File: src/rtl/mem_arb_pkg.sv
// Shared types for the CPU/EXT memory port arbiter: FSM states, owner encoding
// and the legal read-latency range.
package mem_arb_pkg;

   typedef enum logic [1:0] {
      IDLE = 2'b00,
      WAIT = 2'b01,
      RESP = 2'b10
   } state_t;

   typedef enum logic {
      OWN_CPU = 1'b0,
      OWN_EXT = 1'b1
   } owner_t;

   localparam int RD_LAT_MIN = 1;
   localparam int RD_LAT_MAX = 4;

endpackage

File: src/rtl/arb_wait_counter.sv
// Saturating count of arbitrations EXT has lost; sat_o forces EXT to win next time.
module arb_wait_counter #(
   parameter int MAX_WAIT = 4
) (
   input  logic clk,
   input  logic reset,
   input  logic inc_i,
   input  logic clr_i,
   output logic sat_o
);

   localparam int CNT_W = $clog2(MAX_WAIT + 1);

   logic [CNT_W-1:0] cnt_q, cnt_d;

   assign sat_o = (cnt_q == CNT_W'(MAX_WAIT));

   always_comb begin
      cnt_d = cnt_q;
      if (clr_i) begin
         cnt_d = '0;
      end else if (inc_i && !sat_o) begin
         cnt_d = cnt_q + 1'b1;
      end
   end

   always_ff @(posedge clk) begin
      if (reset) begin
         cnt_q <= '0;
      end else begin
         cnt_q <= cnt_d;
      end
   end

endmodule

File: src/rtl/mem_port_arbiter.sv
// Arbitrates one single-port memory between the core (fixed priority) and an
// external loader/debug port, one transaction in flight, with bounded EXT starvation.
module mem_port_arbiter
   import mem_arb_pkg::*;
#(
   parameter int ADDR_W   = 32,
   parameter int DATA_W   = 32,
   parameter int RD_LAT   = 1,
   parameter int MAX_WAIT = 4
) (
   input  logic              clk,
   input  logic              reset,
   input  logic              cpu_req,
   input  logic              cpu_we,
   input  logic [ADDR_W-1:0] cpu_addr,
   input  logic [DATA_W-1:0] cpu_wdata,
   output logic [DATA_W-1:0] cpu_rdata,
   output logic              cpu_ack,
   input  logic              ext_req,
   input  logic              ext_we,
   input  logic [ADDR_W-1:0] ext_addr,
   input  logic [DATA_W-1:0] ext_wdata,
   output logic [DATA_W-1:0] ext_rdata,
   output logic              ext_ack,
   output logic              mem_en,
   output logic              mem_we,
   output logic [ADDR_W-1:0] mem_addr,
   output logic [DATA_W-1:0] mem_wdata,
   input  logic [DATA_W-1:0] mem_rdata
);

   localparam int RD_LAT_C = (RD_LAT < RD_LAT_MIN) ? RD_LAT_MIN :
                             (RD_LAT > RD_LAT_MAX) ? RD_LAT_MAX : RD_LAT;
   localparam int LAT_W    = $clog2(RD_LAT_MAX + 1);

   state_t             state_q, state_d;
   owner_t             owner_q, owner_d;
   logic [LAT_W-1:0]   lat_q, lat_d;
   logic               cpu_ack_q, cpu_ack_d;
   logic               ext_ack_q, ext_ack_d;
   logic [DATA_W-1:0]  cpu_rdata_q, ext_rdata_q;
   logic               capture;
   logic               any_req, ext_win, wait_sat, sel_we, in_idle;
   owner_t             winner;

   assign any_req = cpu_req | ext_req;
   assign ext_win = ext_req & (~cpu_req | wait_sat);
   assign winner  = ext_win ? OWN_EXT : OWN_CPU;
   assign sel_we  = ext_win ? ext_we : cpu_we;
   assign in_idle = (state_q == IDLE);

   arb_wait_counter #(
      .MAX_WAIT (MAX_WAIT)
   ) u_wait_cnt (
      .clk   (clk),
      .reset (reset),
      .inc_i (in_idle & ext_req & ~ext_win),
      .clr_i (~ext_req | (in_idle & ext_win)),
      .sat_o (wait_sat)
   );

   // Issue is combinational from the winner, and suppressed while reset is asserted.
   assign mem_en    = in_idle & any_req & ~reset;
   assign mem_we    = in_idle & any_req & sel_we & ~reset;
   assign mem_addr  = ext_win ? ext_addr : cpu_addr;
   assign mem_wdata = ext_win ? ext_wdata : cpu_wdata;

   always_comb begin
      state_d   = state_q;
      owner_d   = owner_q;
      lat_d     = lat_q;
      cpu_ack_d = 1'b0;
      ext_ack_d = 1'b0;
      capture   = 1'b0;
      case (state_q)
         IDLE: begin
            if (any_req) begin
               owner_d = winner;
               if (sel_we) begin
                  state_d   = RESP;
                  cpu_ack_d = (winner == OWN_CPU);
                  ext_ack_d = (winner == OWN_EXT);
               end else begin
                  state_d = WAIT;
                  lat_d   = LAT_W'(1);
               end
            end
         end
         WAIT: begin
            if (lat_q == LAT_W'(RD_LAT_C)) begin
               capture   = 1'b1;
               state_d   = RESP;
               cpu_ack_d = (owner_q == OWN_CPU);
               ext_ack_d = (owner_q == OWN_EXT);
            end else begin
               lat_d = lat_q + 1'b1;
            end
         end
         RESP:    state_d = IDLE;
         default: state_d = IDLE;
      endcase
   end

   always_ff @(posedge clk) begin
      if (reset) begin
         state_q     <= IDLE;
         owner_q     <= OWN_CPU;
         lat_q       <= '0;
         cpu_ack_q   <= 1'b0;
         ext_ack_q   <= 1'b0;
         cpu_rdata_q <= '0;
         ext_rdata_q <= '0;
      end else begin
         state_q   <= state_d;
         owner_q   <= owner_d;
         lat_q     <= lat_d;
         cpu_ack_q <= cpu_ack_d;
         ext_ack_q <= ext_ack_d;
         if (capture && owner_q == OWN_CPU) cpu_rdata_q <= mem_rdata;
         if (capture && owner_q == OWN_EXT) ext_rdata_q <= mem_rdata;
      end
   end

   assign cpu_ack   = cpu_ack_q;
   assign ext_ack   = ext_ack_q;
   assign cpu_rdata = cpu_rdata_q;
   assign ext_rdata = ext_rdata_q;

endmodule

File: config.mk
export PLATFORM = sky130hd
export DESIGN_NAME = mem_port_arbiter
export DESIGN_NICKNAME = d
export VERILOG_FILES = /design/src/rtl/mem_arb_pkg.sv /design/src/rtl/arb_wait_counter.sv /design/src/rtl/mem_port_arbiter.sv
export SDC_FILE = /design/constraint.sdc
export NUM_CORES = 1
export LEC_CHECK = 0
export ABC_AREA = 1
export BUFFER_PORTS_ARGS = -buffer_cell sky130_fd_sc_hd__buf_2
export CAP_MARGIN = 20
export CORE_AREA = 5 5 112 114
export CTS_CLUSTER_SIZE = 14
export DETAILED_ROUTE_END_ITERATION = 6
export DIE_AREA = 0 0 117 119
export PLACE_DENSITY_LB_ADDON = 0.05
export SYNTH_ARGS = -nofsm -noshare
export SYNTH_HDL_FRONTEND = slang
export SYNTH_SLANG_ARGS = --single-unit
File: constraint.sdc
create_clock -name clk -period 1.7 [get_ports clk]
set_clock_uncertainty 0.05 [all_clocks]
set_input_delay 0.085 -clock clk [delete_from_list [all_inputs] [get_ports clk]]
set_output_delay 0.085 -clock clk [all_outputs]
set_load 0.01 [all_outputs]
Word-level counts from Yosys, hierarchy flattened

Index checks and enable logic that the tools add are counted.

Reductions and logical operators: 10
Add/sub/neg operators: 2
Bitwise logic cells: 17
Equality and inequality tests: 7
Mux-type cells: 22

Operator list:

| cell                                                                  | count |
|---|---|
| 32-bit 2-to-1 mux                                                     | 2 |
| 1-bit 2-to-1 mux                                                      | 10 |
| 3-bit 2-to-1 mux                                                      | 3 |
| 1-bit AND                                                             | 8 |
| 2-bit != test, second input constant                                  | 4 |
| 3-bit by 1-bit adder with 3-bit output, second input constant         | 2 |
| 2-bit 2-to-1 mux                                                      | 3 |
| 1-bit NOT                                                             | 6 |
| 3-bit case mux with 2 select lines                                    | 1 |
| 1-bit case mux with 2 select lines                                    | 2 |
| 2-bit case mux with 2 select lines                                    | 1 |
| 2-bit AND reduction                                                   | 2 |
| 4-bit AND reduction                                                   | 1 |
| 3-bit by 1-bit equality test with 1-bit output, second input constant | 1 |
| 3-bit equality test, second input constant                            | 1 |
| 1-bit logical AND                                                     | 3 |
| 1-bit OR                                                              | 3 |
| 2-bit by 1-bit equality test with 1-bit output, second input constant | 1 |
| 2-bit logical NOT                                                     | 1 |
| 2-bit nonzero test                                                    | 1 |
| 2-bit OR reduction                                                    | 1 |
| 1-bit logical NOT                                                     | 1 |

Bits of input ports: 166
Output and inout bits: 132
Bits in registers: 75

Depth between registers and ports, before layout

Word-level depth: 8
Depth in mapped cells: 11
Mapped depth without buffers: 11

By module

Synthesis repeated with hierarchy kept, for this count alone.

Cells, all modules: 575
Area total of the unflattened synthesis: 3684.8 µm²

Modules (own cells, without submodules):

| module           | area each (µm²) | cells an instance | instances |
|---|---|---|---|
| mem_port_arbiter | 3509.6          | 548               | 1 |
| arb_wait_counter | 175.2           | 27                | 1 |

Least setup slack after synthesis

Ideal clock, no wire load.

Path type: reg-to-output
Start point: register u_wait_cnt.cnt_q[0]
End point: output port mem_addr[22]
Arrival: 1.409 ns
Slack: 0.156 ns
Stages on the path, launching flop included: 10
Path buffers: 2
Cells stage by stage: dfxtp_1 > inv_1 > ha_1 > nand2_1 > nand2_1 > nand2_1 > buf_4 > clkbuf_1 > nand2_1 > nand2_1

Cells in the longest elaborated chain, start to end: 4

Ends and longest elaborated chain:

| what                   | RTL line               | RTL |
|---|---|---|
| start, declared        | arb_wait_counter.sv:14 | `logic [CNT_W-1:0] cnt_q, cnt_d;` |
| start signal, assigned | arb_wait_counter.sv:31 | `cnt_q <= cnt_d;` |
| 3-bit equality test    | arb_wait_counter.sv:16 | `assign sat_o = (cnt_q == CNT_W'(MAX_WAIT));` |
| 1-bit OR               | mem_port_arbiter.sv:47 | `assign ext_win = ext_req & (~cpu_req \| wait_sat);` |
| 1-bit AND              | mem_port_arbiter.sv:47 |  |
| 32-bit 2-to-1 mux      | mem_port_arbiter.sv:65 | `assign mem_addr = ext_win ? ext_addr : cpu_addr;` |
| end, declared          | mem_port_arbiter.sv:27 | `output logic [ADDR_W-1:0] mem_addr,` |

Every way passes these cells.

Worst setup path in the final report

Start point: register u_wait_cnt.cnt_q[1]
End point: output port mem_wdata[26]

Cells in the longest elaborated chain, start to end: 4

Ends and longest elaborated chain:

| what                | RTL line               | RTL |
|---|---|---|
| 3-bit equality test | arb_wait_counter.sv:16 |  |
| 1-bit OR            | mem_port_arbiter.sv:47 |  |
| 1-bit AND           | mem_port_arbiter.sv:47 |  |
| 32-bit 2-to-1 mux   | mem_port_arbiter.sv:66 | `assign mem_wdata = ext_win ? ext_wdata : cpu_wdata;` |
| end, declared       | mem_port_arbiter.sv:28 | `output logic [DATA_W-1:0] mem_wdata,` |

Every way passes these cells.

==> impl_metrics.json <==
{
  "status": "complete, but fails checks",
  "violations": "setup timing",
  "fin_ws_ns": -0.138,
  "power.share.switching": 0.281,
  "antenna_found_initial": 2,
  "end_kind": "primary output",
  "synth_cell_types": 20,
  "crit_path_start_kind": "register",
  "vias": 4956,
  "grt_pass1_vias": 4923,
  "final_common_cell": "buf_2",
  "grt_usage": 0.226,
  "synthesis.area_um2": 3580,
  "critical_path_class": "register to primary output",
  "viasPerCell": 4.70,
  "dp_slack_ns": 0.0412,
  "post-route-drc-count": 0,
  "switchingPower_mw": 1.46,
  "cts_tree": "built",
  "wl_um": 17500,
  "syn_inst": 568,
  "slew-limit-headroom": 0.743,
  "cpMostUsedCell": "nand2_2",
  "rsz0062_at_grt": "yes",
  "synth_seq_cells": 75,
  "ctsHtreeMaxLevel": 3,
  "num_rows": 39,
  "pwr_density_cell_nw_per_um2": 765,
  "tns_ns": -7.08,
  "p_clk_frac": 0.378,
  "grt_max_degree": 68,
  "fin_crit_sh": 1.08,
  "path_cells": "inv_2 > ha_4 > nand2_2 > nand2_2 > nand2_4 > clkinv_8 > clkbuf_16 > nand2_1 > nand2_2 > buf_6",
  "worst_hold_slack_ns": 0.0364,
  "clk_path_buf_depth": 2,
  "hp-class": "input pin to register",
  "cts_made_buffers": 9,
  "dp_hpwl_um": 11500,
  "crit_path_max_incr_delay_ns": 0.34,
  "grt_util_met3": 0.0766,
  "final_cell_mix": "buf_2 (265), nor2_1 (137), nand2_1 (113)",
  "fin_area_um2": 6800,
  "drive_gt1_frac": 0.501,
  "drt_iter0_drc": 248,
  "first_pass_iters": 4,
  "busiest_layer": "met2",
  "slew_violations": 0,
  "die_y_um": 119,
  "dpl_cell_area_um2": 5160,
  "synth_nets": 738,
  "max-vdd-ir-drop_v": 0.000545,
  "combPwrFrac": 0.260,
  "fp.coreArea_um2": 11300,
  "wl_per_cell_um": 16.6,
  "leakagePower_nw": 3.81,
  "grt_use_met2": 0.411,
  "initial_utilization": 0.316,
  "root_buffer": "clkbuf_16",
  "post-route-util": 0.600,
  "tightest_slew_ns": 0.385,
  "ios": 298,
  "finalNonFillerCells": 1054,
  "syn_to_final_growth_pct": 90.1,
  "slowest_stage": "dfxtp_2",
  "port_buffers": 297,
  "yosysWarningCount": 0,
  "required_ns": 1.56,
  "dp_cells": 980,
  "post-route-min-period_ns": 1.84,
  "timing.fmax_mhz": 544,
  "use_met1": 0.239,
  "maxCapViolCount": 0,
  "clkTransAtPathRegs_ns": 0.06,
  "final_nets": 1073,
  "cp_max_fo": 7,
  "avgSynthCellArea_um2": 6.30,
  "drtAntennaViolNets": 0,
  "grt_overflow_total": 0,
  "internal_power_mw": 3.74,
  "synth_seq_area_share": 0.420,
  "hold_viol": 0,
  "die_area_um2": 13900,
  "die_w_um": 117,
  "setup_violations": 65,
  "clk_latency_ns": 0.33,
  "worst_ep_arrival_time_ns": 1.70,
  "seq_power_share": 0.362,
  "grt_first_pass_wirelength_um": 24800,
  "cts_sinks": 75,
  "total_power_mw": 5.20,
  "routabilityCongestion": 0.907
}
[synth_stat cells (all sizes together)]
| cell | number | area, µm² |
|---|---|---|
| o21ai | 65 | 325 |
| inv | 14 | 52.6 |
| nand4 | 3 | 18.8 |
| ha | 4 | 50.1 |
| a21oi | 7 | 35.0 |
| dfxtp | 75 | 1500 |
| xor2 | 2 | 17.5 |
| buf | 21 | 114 |
| nand3 | 9 | 50.1 |
| or2 | 2 | 12.5 |
| nor2 | 141 | 554 |
| clkbuf | 13 | 48.8 |
| nand2 | 212 | 796 |
[routing by layer]
layer / vias to the layer above / routed length (µm)
met3: 36 / 1770
met1: 2265 / 6410
met5: - / 0
li1: 2443 / -
met2: 212 / 8880
met4: 0 / 426
[repair_timing]
action	CTS	global route
pin swaps	11	35
hold buffers	34	0
gates resized for setup	84	108
setup endpoints to repair	65	129
cloned	7	3
endpoints found under the hold margin	69	0
setup buffers	11	3
[critical path: cells and delay by family (launching register included)]
kind / cells / cell delay, ns
AND/OR/NAND/NOR: 5 / 0.43
buffers and inverters: 4 / 0.46
flip-flops: 1 / 0.34
adder cells (fa/ha/maj): 1 / 0.15
[final cells by class]
cell class              count  area, µm²
clock buffers              12        267
inverters                  14       70.1
flip-flops and latches     75       1500
well taps                 143        179
clock inverters             4       47.5
fillers                  1056       4520
repair buffers            358       2470
diodes                      3       7.51
multi-input cells         445       2250
[registers in the layout, summed over array words and instances, names as in the netlist]
register / flops
cpu_rdata: 32
owner_q: 1
state_q: 2
u_wait_cnt.cnt_q: 3
cpu_ack: 1
ext_rdata: 32
lat_q: 3
ext_ack: 1
[power groups by stage]
stage | Sequential, mW | Combinational (mW) | Clock [mW]
after global placement | 1.91 | 0.956 | 0
after global routing | 1.89 | 1.46 | 2.08
after detailed placement | 1.92 | 0.966 | 0
after CTS | 1.88 | 1.23 | 2.00
after floorplan | 1.94 | 0.446 | 0
final | 1.88 | 1.35 | 1.97
[worst paths after layout]
check	from	endpoint	slack [ns]	cells after the start
setup / recovery	u_wait_cnt.cnt_q[1]	mem_wdata[26]	-0.14	10
hold / removal	cpu_we	cpu_ack	0.04	3
setup reg to reg	u_wait_cnt.cnt_q[1]	lat_q[0]	0.02	12
hold reg to reg	cpu_rdata[18]	cpu_rdata[18]	0.46	2
[cells by family after synthesis]
kind of cell	share of synthesized area
AO/OA/AOI/OAI	0.101
AND/OR/NAND/NOR	0.400
flip-flops	0.420
buffers and inverters	0.0602
adder cells (fa/ha/maj)	0.0140
XOR/XNOR	0.00490
(Power assumes the default switching activity.)
